`src/rtl/acc_pkg.sv`:
```
// Shared types and helpers for the accumulator bank: FSM encoding,
// bank-op selection and two's-complement saturation bounds.
package acc_pkg;

  typedef enum logic {
    ST_IDLE  = 1'b0,
    ST_DRAIN = 1'b1
  } state_e;

  // Bank operation applied at an edge; encoded in falling priority order.
  typedef enum logic [1:0] {
    OP_NONE = 2'd0,
    OP_CLR  = 2'd1,
    OP_LOAD = 2'd2,
    OP_ACC  = 2'd3
  } bank_op_e;

  function automatic logic signed [63:0] sat_max(input int w);
    return (64'sd1 <<< (w - 1)) - 64'sd1;
  endfunction

  function automatic logic signed [63:0] sat_min(input int w);
    return -(64'sd1 <<< (w - 1));
  endfunction

endpackage

```
`src/rtl/acc_requant.sv`:
```
// Drain requantiser: arithmetic right shift with round-half-up, then a
// saturating narrow from ACC_W to OUT_W.
module acc_requant
  import acc_pkg::*;
#(
  parameter int ACC_W   = 16,
  parameter int OUT_W   = 8,
  parameter int SHIFT_W = 4
) (
  input  logic [ACC_W-1:0]   lane_i,
  input  logic [SHIFT_W-1:0] shift_i,
  output logic [OUT_W-1:0]   data_o,
  output logic               sat_o
);

  localparam logic signed [ACC_W:0] OMAX = (ACC_W+1)'(sat_max(OUT_W));
  localparam logic signed [ACC_W:0] OMIN = (ACC_W+1)'(sat_min(OUT_W));

  logic signed [ACC_W:0] ext, rnd, sum, v;

  // One extra bit keeps lane + 2^(s-1) from wrapping; s=0 degenerates to v=lane.
  always_comb begin
    ext = {lane_i[ACC_W-1], lane_i};
    rnd = '0;
    if (shift_i != '0) rnd = (ACC_W+1)'(1) << (shift_i - 1'b1);
    sum = ext + rnd;
    v   = sum >>> shift_i;
    if (v > OMAX) begin
      data_o = OMAX[OUT_W-1:0];
      sat_o  = 1'b1;
    end else if (v < OMIN) begin
      data_o = OMIN[OUT_W-1:0];
      sat_o  = 1'b1;
    end else begin
      data_o = v[OUT_W-1:0];
      sat_o  = 1'b0;
    end
  end

endmodule

```
`src/rtl/acc_array.sv`:
```
// Multi-lane saturating accumulator bank with sticky saturation flags and a
// serial, requantising drain over a valid/ready handshake.
module acc_array
  import acc_pkg::*;
#(
  parameter int LANES   = 4,
  parameter int IN_W    = 8,
  parameter int ACC_W   = 16,
  parameter int OUT_W   = 8,
  parameter int SHIFT_W = 4,
  localparam int LW     = $clog2(LANES)
) (
  input  logic                   clk,
  input  logic                   rst_n,
  input  logic                   acc_clr,
  input  logic                   load_vld,
  input  logic [LANES*ACC_W-1:0] load_data,
  input  logic                   acc_vld,
  input  logic [LANES-1:0]       acc_mask,
  input  logic [LANES*IN_W-1:0]  acc_data,
  input  logic                   drain_start,
  input  logic [SHIFT_W-1:0]     drain_shift,
  input  logic                   drain_clr,
  output logic                   out_vld,
  input  logic                   out_rdy,
  output logic [LW-1:0]          out_lane,
  output logic [OUT_W-1:0]       out_data,
  output logic                   out_sat,
  output logic [LANES-1:0]       acc_sat,
  output logic                   busy
);

  localparam logic [ACC_W-1:0] AMAX = ACC_W'(sat_max(ACC_W));
  localparam logic [ACC_W-1:0] AMIN = ACC_W'(sat_min(ACC_W));
  localparam logic [LW-1:0]    LAST = LW'(LANES - 1);

  state_e                        state_q, state_d;
  logic [LW-1:0]                 idx_q, idx_d;
  logic [SHIFT_W-1:0]            shift_q;
  logic                          clr_q;
  logic [LANES-1:0][ACC_W-1:0]   lane_q, lane_d;
  logic [LANES-1:0]              sat_q, sat_d;
  logic [LANES-1:0][ACC_W-1:0]   acc_res_w;
  logic [LANES-1:0]              ovf_w;
  bank_op_e                      op;
  logic                          hs, last_hs;

  assign busy     = (state_q == ST_DRAIN);
  assign out_vld  = busy;
  assign out_lane = idx_q;
  assign acc_sat  = sat_q;
  assign hs       = out_vld & out_rdy;
  assign last_hs  = hs & (idx_q == LAST);

  // Per-lane saturating adder; overflow shows as the two top sum bits differing.
  for (genvar k = 0; k < LANES; k++) begin : g_lane
    logic signed [ACC_W:0] sum;
    assign sum = signed'({lane_q[k][ACC_W-1], lane_q[k]})
               + signed'({{(ACC_W+1-IN_W){acc_data[k*IN_W+IN_W-1]}}, acc_data[k*IN_W +: IN_W]});
    assign ovf_w[k]     = sum[ACC_W] ^ sum[ACC_W-1];
    assign acc_res_w[k] = ovf_w[k] ? (sum[ACC_W] ? AMIN : AMAX) : sum[ACC_W-1:0];
  end

  // Bank ops only in IDLE; the single DRAIN-side op is the post-drain clear.
  always_comb begin
    op = OP_NONE;
    if (state_q == ST_IDLE) begin
      if (acc_clr)       op = OP_CLR;
      else if (load_vld) op = OP_LOAD;
      else if (acc_vld)  op = OP_ACC;
    end else if (last_hs && clr_q) begin
      op = OP_CLR;
    end
  end

  always_comb begin
    lane_d = lane_q;
    sat_d  = sat_q;
    unique case (op)
      OP_CLR: begin
        lane_d = '0;
        sat_d  = '0;
      end
      OP_LOAD: begin
        lane_d = load_data;
        sat_d  = '0;
      end
      OP_ACC: begin
        for (int k = 0; k < LANES; k++) begin
          if (acc_mask[k]) begin
            lane_d[k] = acc_res_w[k];
            sat_d[k]  = sat_q[k] | ovf_w[k];
          end
        end
      end
      default: ;
    endcase
  end

  always_comb begin
    state_d = state_q;
    idx_d   = idx_q;
    unique case (state_q)
      ST_IDLE: begin
        if (drain_start) begin
          state_d = ST_DRAIN;
          idx_d   = '0;
        end
      end
      ST_DRAIN: begin
        if (last_hs) begin
          state_d = ST_IDLE;
          idx_d   = '0;
        end else if (hs) begin
          idx_d = idx_q + LW'(1);
        end
      end
      default: state_d = ST_IDLE;
    endcase
  end

  always_ff @(posedge clk or negedge rst_n) begin
    if (!rst_n) begin
      state_q <= ST_IDLE;
      idx_q   <= '0;
      shift_q <= '0;
      clr_q   <= 1'b0;
      lane_q  <= '0;
      sat_q   <= '0;
    end else begin
      state_q <= state_d;
      idx_q   <= idx_d;
      lane_q  <= lane_d;
      sat_q   <= sat_d;
      if (state_q == ST_IDLE && drain_start) begin
        shift_q <= drain_shift;
        clr_q   <= drain_clr;
      end
    end
  end

  acc_requant #(
    .ACC_W  (ACC_W),
    .OUT_W  (OUT_W),
    .SHIFT_W(SHIFT_W)
  ) u_requant (
    .lane_i (lane_q[idx_q]),
    .shift_i(shift_q),
    .data_o (out_data),
    .sat_o  (out_sat)
  );

endmodule

```
`config.mk`:
```
export PLATFORM = sky130hd
export DESIGN_NAME = acc_array
export DESIGN_NICKNAME = d
export VERILOG_FILES = /design/src/rtl/acc_pkg.sv /design/src/rtl/acc_requant.sv /design/src/rtl/acc_array.sv
export SDC_FILE = /design/constraint.sdc
export NUM_CORES = 1
export LEC_CHECK = 0
export CORE_ASPECT_RATIO = 1.1
export CORE_MARGIN = 2
export CORE_UTILIZATION = 30
export DETAILED_ROUTE_END_ITERATION = 8
export PLACE_DENSITY = 0.55
export SLEW_MARGIN = 20
export SYNTH_ARGS = -nofsm -noshare
export SYNTH_HDL_FRONTEND = slang
export SYNTH_SLANG_ARGS = --single-unit
```
`constraint.sdc`:
```
create_clock -name clk -period 11.8 [get_ports clk]
set_input_delay 2.36 -clock clk [delete_from_list [all_inputs] [get_ports clk]]
set_output_delay 2.36 -clock clk [all_outputs]
set_load 0.1 [all_outputs]
```
==> impl_metrics.csv, run 1 <==
group,metric,value,unit
global_route,met3_usage,2.87,%
hold_path,hold_class,"flop to flop",
cts,cts_setup_buffers,0,
final_layout,drive_gt1_share,6.77,%
final_layout,stdcell_count,1585,
synth,synth_nets,1308,
timing,finalHoldViolCount,0,
final_layout,diodes,0,
routing,wl_per_cell,20.6,microns
routing,viasPerCell,5.79,
place,port_buffers,128,
power,switching_power,2.05,mW
worst_setup_path,path_max_fanout,25,
synth,synth_edf_count,0,
global_route,antenna_found_initial,0,
worst_setup_path,startpoint_type,"flop",
synth,yosysWarnings,0,
place,dp_cells,1569,
synth,synth.top_cell.area_share,21.2,%
worst_setup_path,cp_slowest_cell,"clkdlybuf4s50_1",
worst_setup_path,path_cells,"buf_4 > inv_1 > nand2_1 > nor2_1 > ha_1 > inv_1 > fa_1 > and2b_2 > o31ai_4 > a21oi_1 > a2bb2oi_1 > a311oi_1 > o31ai_1 > nand3_1 > o41ai_2 > a31oi_2 > o21ai_1 > clkdlybuf4s50_1",
timing,fin_crit_sh,77.1,%
synth,yosys_register_bits,76,
cts,root_buffer,"clkbuf_16",
power,p_clk_share,8.2,%
worst_setup_path,crit_arrival,6740,ps
global_route,grt_pass1_vias,9012,
cts,clk_pin_slew,70,ps
run,maxCapViolations,0,
power,peakVddDrop,294,uV
floorplanning,ios,129,
routing,wl,32700,microns
global_route,grt_pass1_wl,51200,microns
synth,synth_ff_type,"dfrtp_1",
timing,rsz0062_at_grt,"false",
power,p_int,1.55,mW
routing,drc,0,
final_layout,nFillCells,3088,
power,p_seq_share,15.6,%
synth,netlist-cell-type-count,84,
cts,numClockSinks,76,
routing,antenna_left,0,
global_route,groute.usage.overall,20.9,%
global_route,met2_usage,36.2,%
timing,finalWorstSetupSlack,2700,ps
floorplanning,die_h,186,microns
place,dp_hpwl,25600,microns
synth,synth_area_leaders,"dfrtp_1 (21%), ha_1 (11%), o21ai_0 (5.4%), a21oi_1 (5.1%), mux4_2 (5.0%)",
cts,cts_tree,"built",
global_route,grt_overflow,0,
timing,fin_tns_setup,0,ps
final_layout,nNetsFinal,1404,
timing,fmax,110,MHz
cts,cts_hold_buf,0,
place,pre_cts_ws,3200,ps
global_route,grt_max_degree,75,
final_layout,fin_area,0.0109,sq mm
cts,cts_repair_resize_count,0,
worst_setup_path,max_stage_delay,1140,ps
cts,clock_latency,360,ps
timing,finalCriticalPeriod,9100,ps
floorplanning,die_w,169,microns
synth,syn_area,0.00899,sq mm
worst_setup_path,critPathKind,"flop to primary output",
timing,clock_skew,11.8,ps
worst_setup_path,end_kind,"primary output",
final_layout,postLayoutCoreUtil,36.8,%
synth,ys_seq_area_share,21.2,%
power,switching_share,57.0,%
global_route,grtUsageMet1,26.5,%
floorplanning,rows,66,
synth,synth_area_per_cell,8.10,sq um
timing,setup_viol,0,
synth,yosysTopAreaCell,"dfrtp_1",
floorplanning,coreArea,0.0296,sq mm
timing,holdWs,509,ps
floorplanning,dieArea,0.0314,sq mm
routing,drt_iter0_drc,601,
power,combPwrFrac,76.2,%
global_route,grt_busiest_layer,"met2",
power,p_total,3.60,mW
worst_setup_path,cp_common_cell,"inv_1",
power,leakagePower,4.66,nW
synth,synth_cells,1110,
final_layout,area_growth,21.2,%
run_status,status,"finished clean",
routing,firstDrtPassIters,5,
worst_setup_path,crit_required,9440,ps
power,power_density,330,mW/mm^2
timing,tightest_slew,1080,ps
routing,route.vias.total,9179,
cts,cts_htree_levels,3,
timing,max-slew-margin-rel,27.6,%
timing,maxSlewViolCount,0,
place,gp_congestion,0.929,
floorplanning,initial_core_util,30.4,%
cts,ctsLongestPathBuffers,2,
cts,cts_buffers,9,
place,placed_cell_area,0.0106,sq mm
synth,async_flop_share,100,%
[Yosys cell counts, drive strengths merged (6+ instances only)]
library cell / n
nor2: 96
mux4: 20
and2: 10
clkbuf: 44
nor3: 22
and3: 7
o21a: 12
a21o: 35
a31oi: 24
or3: 8
o21bai: 14
mux2i: 8
a211o: 8
a221oi: 16
o22ai: 10
a21oi: 92
xor2: 22
o31ai: 13
nand3: 25
buf: 10
nor2b: 8
inv: 32
nand2: 110
a211oi: 19
ha: 81
nand4: 6
o21ai: 110
xnor2: 34
mux2: 9
o2111ai: 6
a22oi: 27
nand2b: 9
dfrtp: 76
o211ai: 14
[layer usage]
layer | vias to the layer above | share of wire (%)
li1 | 4428 | -
met1 | 4426 | 43
met2 | 265 | 49
met3 | 60 | 4.4
met4 | 0 | 3.3
met5 | - | 0
[state kept, by name, indices dropped and copies added, names as in the netlist]
register and count:
busy 1, clr_q 1, out_lane 2, shift_q 4, lane_q 64, acc_sat 4
[power groups by stage]
stage               combinational, mW  clock (mW)  sequential (mW)
global route                     2.99       0.313            0.578
global placement                 2.72           0            0.566
CTS                              2.72       0.300            0.562
finish                           2.74       0.296            0.562
detailed placement               2.71           0            0.565
floorplan                        2.07           0            0.510
[placed cells by master (no fill, tap or decap), types with 11 or more instances in the layout]
cell type and instances:
o31ai_1 12, ha_1 81, mux4_2 20, a21o_1 34
buf_4 11, xnor2_1 34, o21a_1 12, dfrtp_1 76
a21oi_1 92, nor2_1 95, o21ai_0 97, clkdlybuf4s50_1 127
o211ai_1 14, a31oi_1 23, xor2_1 22, inv_1 32
a211oi_1 17, nand2_1 110, nand3_1 25, o21bai_1 14
nor3_1 19, a221oi_1 15, a22oi_1 27
[cells by family (layout without fill, tap and decap cells)]
kind of cell | Yosys count | in the layout | share of synthesized area [%]
multiplexers | 37 | 37 | 7.03
adder cells (fa/ha/maj) | 88 | 88 | 12.6
buffers and inverters | 87 | 188 | 4.13
other | 1 | 1 | 0.0417
AO/OA/AOI/OAI | 447 | 447 | 33.4
AND/OR/NAND/NOR | 318 | 318 | 16.2
flip-flops | 76 | 76 | 21.2
XOR/XNOR | 56 | 56 | 5.46
[worst paths after layout]
path	endpoint	slack, ps	depth (start not counted)	from
setup / recovery	out_data[2]	2700	18	shift_q[1]$_DFFE_PN0P_
hold / removal	acc_sat[3]$_DFFE_PN0P_	510	2	acc_sat[3]$_DFFE_PN0P_
setup reg to reg	lane_q[13]$_DFFE_PN0P_	7640	12	lane_q[0]$_DFFE_PN0P_
hold reg to reg	acc_sat[3]$_DFFE_PN0P_	510	2	acc_sat[3]$_DFFE_PN0P_
max in group asynchronous	lane_q[28]$_DFFE_PN0P_	9090	2	rst_n
min in group asynchronous	lane_q[33]$_DFFE_PN0P_	1780	1	rst_n
[layout make-up]
type	count	area [sq um]	share of cell area, %
inverter	33	124	1.14
clock inverter	3	45.0	0.414
sequential	76	1900	17.5
multi-input combinational	947	6730	61.8
timing repair buffer	139	1370	12.5
clock buffer	13	260	2.39
tap	374	468	4.30
[critical path: cells and delay by family, from the launching register on]
| kind | cells | cell delay (ps) |
|---|---|---|
| AND/OR/NAND/NOR | 4 | 1050 |
| buffers and inverters | 4 | 2020 |
| AO/OA/AOI/OAI | 8 | 2320 |
| flip-flops | 1 | 360 |
| adder cells (fa/ha/maj) | 2 | 620 |
(Power assumes the default switching activity.)
==> run 2: changes to the inputs <==
PLACE_DENSITY = 0.57   (was 0.55)
clock period = 8.1 ns   (was 11.8 ns; I/O delays follow)
==> run 2 against run 1 <==
Cell count rose by 0.38%. Non-clock buffer count increased by 6. Largest power group unchanged. First-iteration DRC count grew 16%. Wire length shrank 0.27%. Critical endpoint is now out_data[4]. Sequential cell count stayed put. Die area unchanged. Final area grew 0.61%.
==> impl_metrics.csv, run 2 (synthesis results as in run 1) <==
group,metric,value,unit
run_status,status,"finished clean",
routing,wl_per_cell,20.5,microns
timing,finalCriticalPeriod,7030,ps
hold_path,min_path_cells,2,
power,p_clk_share,9.2,%
run,maxCapViolations,0,
global_route,grt_overflow,0,
timing,rsz0062_at_grt,"false",
power,p_total,5.29,mW
global_route,antenna_found_initial,0,
worst_setup_path,startpoint_type,"flop",
final_layout,regMostFlops,"lane_q",
global_route,grt_max_degree,71,
power,combPwrFrac,75.3,%
final_layout,area_growth,21.9,%
floorplanning,dieArea,0.0314,sq mm
timing,fin_tns_setup,0,ps
place,placed_cell_area,0.0106,sq mm
cts,cts_repair_resize_count,0,
worst_setup_path,crit_buf_inv,4,
place,dp_cells,1575,
timing,tightest_slew,1130,ps
place,pre_cts_ws,1470,ps
place,dp_hpwl,26000,microns
global_route,grt_pass1_vias,8923,
final_layout,layout_common_cells,"clkdlybuf4s50_1 (119), nand2_1 (110), o21ai_0 (96)",
global_route,grt_pass1_wl,50500,microns
worst_setup_path,max_stage_delay,530,ps
power,p_int,2.30,mW
floorplanning,die_h,186,microns
worst_setup_path,cp_top_family,"compound AO/OA/AOI/OAI gates",
power,switching_share,56.5,%
power,p_seq_share,15.5,%
worst_setup_path,cp_slowest_cell,"a2bb2oi_1",
cts,root_buffer,"clkbuf_16",
worst_setup_path,crit_required,6480,ps
hold_path,hold_class,"flop to flop",
final_layout,postLayoutCoreUtil,37.1,%
final_layout,drive_gt1_share,8.05,%
cts,cts_setup_buffers,0,
cts,clk_pin_slew,60,ps
final_layout,largest_register_ffs,64,
worst_setup_path,critPathKind,"flop to primary output",
cts,cts_tree,"built",
worst_setup_path,path_cells,"buf_4 > inv_1 > nand2_1 > nor2_1 > ha_1 > inv_1 > fa_1 > and2b_2 > o31ai_4 > a21oi_1 > a2bb2oi_1 > a311oi_1 > o31ai_1 > nand3_1 > o41ai_2 > a31oi_2 > o21ai_1 > buf_4",
routing,drc,0,
timing,maxSlewViolCount,0,
timing,finalHoldViolCount,0,
worst_setup_path,r2r-start,"lane_q[0]$_DFFE_PN0P_",
routing,firstDrtPassIters,5,
place,gp_congestion,0.956,
cts,cts_hold_buf,0,
power,switching_power,2.99,mW
worst_setup_path,crit_cells,18,
final_layout,stdcell_count,1591,
timing,max-slew-margin-rel,24.1,%
routing,viasPerCell,5.81,
final_layout,layout_commonest_cell,"clkdlybuf4s50_1",
timing,fin_crit_sh,86.8,%
routing,wl,32600,microns
final_layout,diodes,0,
worst_setup_path,startpoint,"shift_q[2]$_DFFE_PN0P_",
hold_path,min_from,"acc_sat[3]$_DFFE_PN0P_",
cts,cts_htree_levels,3,
worst_setup_path,crit_arrival,5410,ps
timing,finalWorstSetupSlack,1070,ps
timing,setup_viol,0,
worst_setup_path,reg2regPathDepth,12,
floorplanning,ios,129,
power,leakagePower,4.71,nW
worst_setup_path,end_kind,"primary output",
power,peakVddDrop,434,uV
timing,clock_skew,9.62,ps
final_layout,fin_area,0.0110,sq mm
floorplanning,die_w,169,microns
timing,fmax,142,MHz
place,port_buffers,128,
routing,drt_iter0_drc,700,
timing,holdWs,507,ps
floorplanning,coreArea,0.0296,sq mm
routing,route.vias.total,9244,
power,power_density,483,mW/mm^2
worst_setup_path,path_max_fanout,27,
cts,ctsLongestPathBuffers,2,
cts,clock_latency,350,ps
floorplanning,initial_core_util,30.4,%
floorplanning,rows,66,
final_layout,nNetsFinal,1410,
cts,cts_buffers,9,
routing,antenna_left,0,
global_route,groute.usage.overall,20.8,%
cts,numClockSinks,76,
[run 2: changes by cell type in the layout (fill, tap and decap cells not counted), sizes merged]
cell and change:
clkinvlp -1, buf +14, clkbuf -3, clkinv +2
clkdlybuf4s50 -8, bufinv +2
[run 2: area by class of cell]
cell class	instances	area [sq um]
Clock buffer	10	239
Clock inverter	6	111
Fill cell	3061	18600
Inverter	33	124
Multi-Input combinational cell	947	6730
Sequential cell	76	1900
Tap cell	374	468
Timing Repair Buffer	145	1390
[run 2: worst reg2reg max path: stages, from the launching register on]
cell and delay (ps):
dfrtp_1 430, ha_1 230, fa_1 420, a21o_1 190, a21oi_1 340, o21ai_0 180, a41o_1 300, a21oi_1 360
o211ai_1 320, nand2_1 160, xor2_1 890, nor2_1 120, a311oi_1 300
[run 2: layer usage]
metal  routed length (microns)  GRT usage [%]  vias up
li1                          -              -     4455
met1                     14200           26.6     4379
met2                     15100           34.9      337
met3                      1790           2.64       73
met4                      1580           9.78        0
met5                         0              0        -
[run 2: power by group through the flow]
| stage | Sequential [mW] | Clock (mW) | Combinational [mW] |
|---|---|---|---|
| 2_1_floorplan | 0.744 | 0 | 3.01 |
| 3_3_place_gp | 0.830 | 0 | 3.94 |
| 3_5_place_dp | 0.824 | 0 | 3.94 |
| 4_1_cts | 0.819 | 0.493 | 3.96 |
| 5_1_grt | 0.839 | 0.509 | 4.35 |
| 6_report | 0.822 | 0.487 | 3.98 |
[run 2: worst paths after layout]
check                      slack (ps)                     end
min in group asynchronous        1080  lane_q[43]$_DFFE_PN0P_
setup / recovery                 1070             out_data[4]
setup reg to reg                 3770   lane_q[2]$_DFFE_PN0P_
max in group asynchronous        5820  lane_q[26]$_DFFE_PN0P_
hold reg to reg                   510  acc_sat[3]$_DFFE_PN0P_
hold / removal                    510  acc_sat[3]$_DFFE_PN0P_
==> patch, RTL diff (config.mk and constraints of run 1) <==
`LANES`: 4 -> 2.
--- a/src/rtl/acc_array.sv
+++ b/src/rtl/acc_array.sv
@@ -5,3 +5,3 @@
 #(
-  parameter int LANES   = 4,
+  parameter int LANES   = 2,
   parameter int IN_W    = 8,
Ports: changed (5 resized); port bits go from 129 to 76. The function was not compared with the original's and may differ.
==> patch against run 1 <==
Via count fell by 36%; design area shrank 36%; critical endpoint is now out_data[0]; synthesized cell count is 32% lower; synthesized area shrank 34%; critical path type unchanged; wire length is 43% lower; highest routed layer unchanged; largest cell class unchanged; core utilization is 0.49 points lower; worst setup slack gained 0.037 ns; count of clock-buffer cells in the layout shrank 7; sequential cell count is 35 lower; clock skew is 0.0023 ns lower.
Power is not shown: default switching activity piles up to over one toggle a cycle in this logic, so the estimate is an artifact.
==> patch: results (changes against run 1) <==
Min path
  • Hold Path Stages: 1 (-1)
  • Min-Delay Path Class: reg2reg
  • HP Start: clr_q
  • Hold Path Sink: clr_q

Setup path
  • Critical Path Max Stage Delay: 1.16 ns (+0.02 ns)
  • CP max stage cell: clkdlybuf4s50_1
  • Reg2reg start: lane_q[16]
  • R2R Setup Slk: 7.74 ns (+0.10 ns)
  • RR Endpoint: lane_q[27]
  • Family with the most delay on the worst path: buffers and inverters
  • Worst endpoint data arrival time: 6.71 ns (-0.03 ns)
  • FF-to-FF path depth: 12 (unchanged)
  • Crit Path Max Fanout: 19 (-24%)

Global routing
  • Met3 Track Usage GR: 2.38% (-0.49 points)
  • GR Util met1: 27.2% (+0.62 points)
  • Tot GR Track Use: 18.7% (-2.2 points)
  • Vias in the first global route: 5852 (-35%)
  • First-pass GRT wire length: 31200 um (-39%)
  • Met2 Use GR: 29.9% (-6.4 points)
  • Largest net degree at the start of global routing: 42 (-44%)

Layout
  • Post-layout net count: 925 (-34%)
  • Fin cells: 1057 (-33%)
  • Reg with most FFs: lane_q
  • Max reg flops: 32 (-50%)
  • Share of layout cells above drive strength 1: 9.01% (+2.2 points)

Timing
  • Hold_ws: 0.509 ns (+0.000361 ns)
  • Layout Skew: 0.00941 ns (-0.00234 ns)
  • Slew margin rel.: 33.4% (+5.9 points)
  • Setup violators final: 0 (unchanged)

Placement
  • Routability congestion estimate: 0.939 (+1.1%)
  • Port Buffer Count: 75 (-41%)
  • Hpwl dp: 14400 um (-44%)
  • DP Area: 6820 sq um (-36%)
  • Inst Count DP: 1049 (-33%)
  • DP Worst Slack: 3.17 ns (-0.0313 ns)

Detailed routing
  • Routed WL: 18800 um (-43%)
  • DRT Pass-1 Iters: 5 (unchanged)
  • Via/cell ratio: 5.57 (-3.8%)
  • Initial DRC Count: 459 (-24%)

Clock tree
  • Post-CTS resize count: 0 (unchanged)
  • Worst skew pair latency: 0.29 ns (-0.07 ns)
  • Root Buffer: clkbuf_16
  • Postcts setup bufs: 0 (unchanged)
  • TritonCTS Buffers: 5 (-4)
  • H-tree depth: 2 (-1)

Yosys
  • Synth top cells by count: 84 x a21oi_1, 77 x nor2_1, 51 x ha_1, 51 x nand2_1, 47 x o21ai_0
  • Post-Synthesis Cells: 760 (-32%)
  • Top cells by area, synth: dfrtp_1 17%, ha_1 11%, a21oi_1 7.1%
  • EDFF count, synth: 0 (unchanged)
  • Part of the Yosys area used for sequential elements: 17.4% (-3.8 points)
  • Post-synthesis net count: 876 (-33%)
  • Cell variety after synth: 85 (+1.2%)
  • Ys Warns: 0 (unchanged)

Run status
  • Outcome: finished clean
==> patch: cell count changes after synthesis, moves of 14 or more <==
cell	run 1	this run
a221oi_1	15	1
a22oi_1	27	2
a31oi_1	23	6
clkbuf_1	41	21
dfrtp_1	76	41
ha_1	81	51
mux2_2	9	25
nand2_1	110	51
nor2_1	96	77
o21ai_0	97	47
o22ai_1	10	26
==> patch: routing by layer <==
layer | share of wire (%) | routed length (um) | up-vias
li1 | - | - | 2952
met1 | 49 | 9240 | 2736
met2 | 44 | 8350 | 182
met3 | 5.1 | 958 | 16
met4 | 1.2 | 223 | 0
met5 | 0 | 0 | -
==> patch: logic make-up after synthesis <==
| logic type | count (synthesis) | share of synthesized area, % |
|---|---|---|
| simple gates | 238 | 19.2 |
| compound gates | 281 | 31.1 |
| mux | 47 | 10.2 |
| xor+xnor | 36 | 5.46 |
| fa+ha+maj | 54 | 11.8 |
| buf+inv | 62 | 4.70 |
| other cells | 1 | 0.0634 |
| flops | 41 | 17.4 |
==> patch: final cells by class <==
type                            instances  area (sq um)
Clock buffer                            6           129
Clock inverter                          2          38.8
Fill cell                            2027         12200
Inverter                               24          92.6
Multi-Input combinational cell        657          4610
Sequential cell                        41          1030
Tap cell                              247           309
Timing Repair Buffer                   80           786
==> patch: worst max path at each step <==
stage | startpoint | to | slack, ns | cells past startpoint
after floorplan | out_lane | out_data[3] | 3.30 | 17
after global placement | shift_q[1] | out_data[1] | 3.28 | 17
after detailed placement | shift_q[1] | out_data[0] | 3.17 | 17
after CTS | shift_q[1] | out_data[0] | 2.83 | 17
after global routing | shift_q[1] | out_data[1] | 2.20 | 17
final | shift_q[1] | out_data[0] | 2.73 | 15
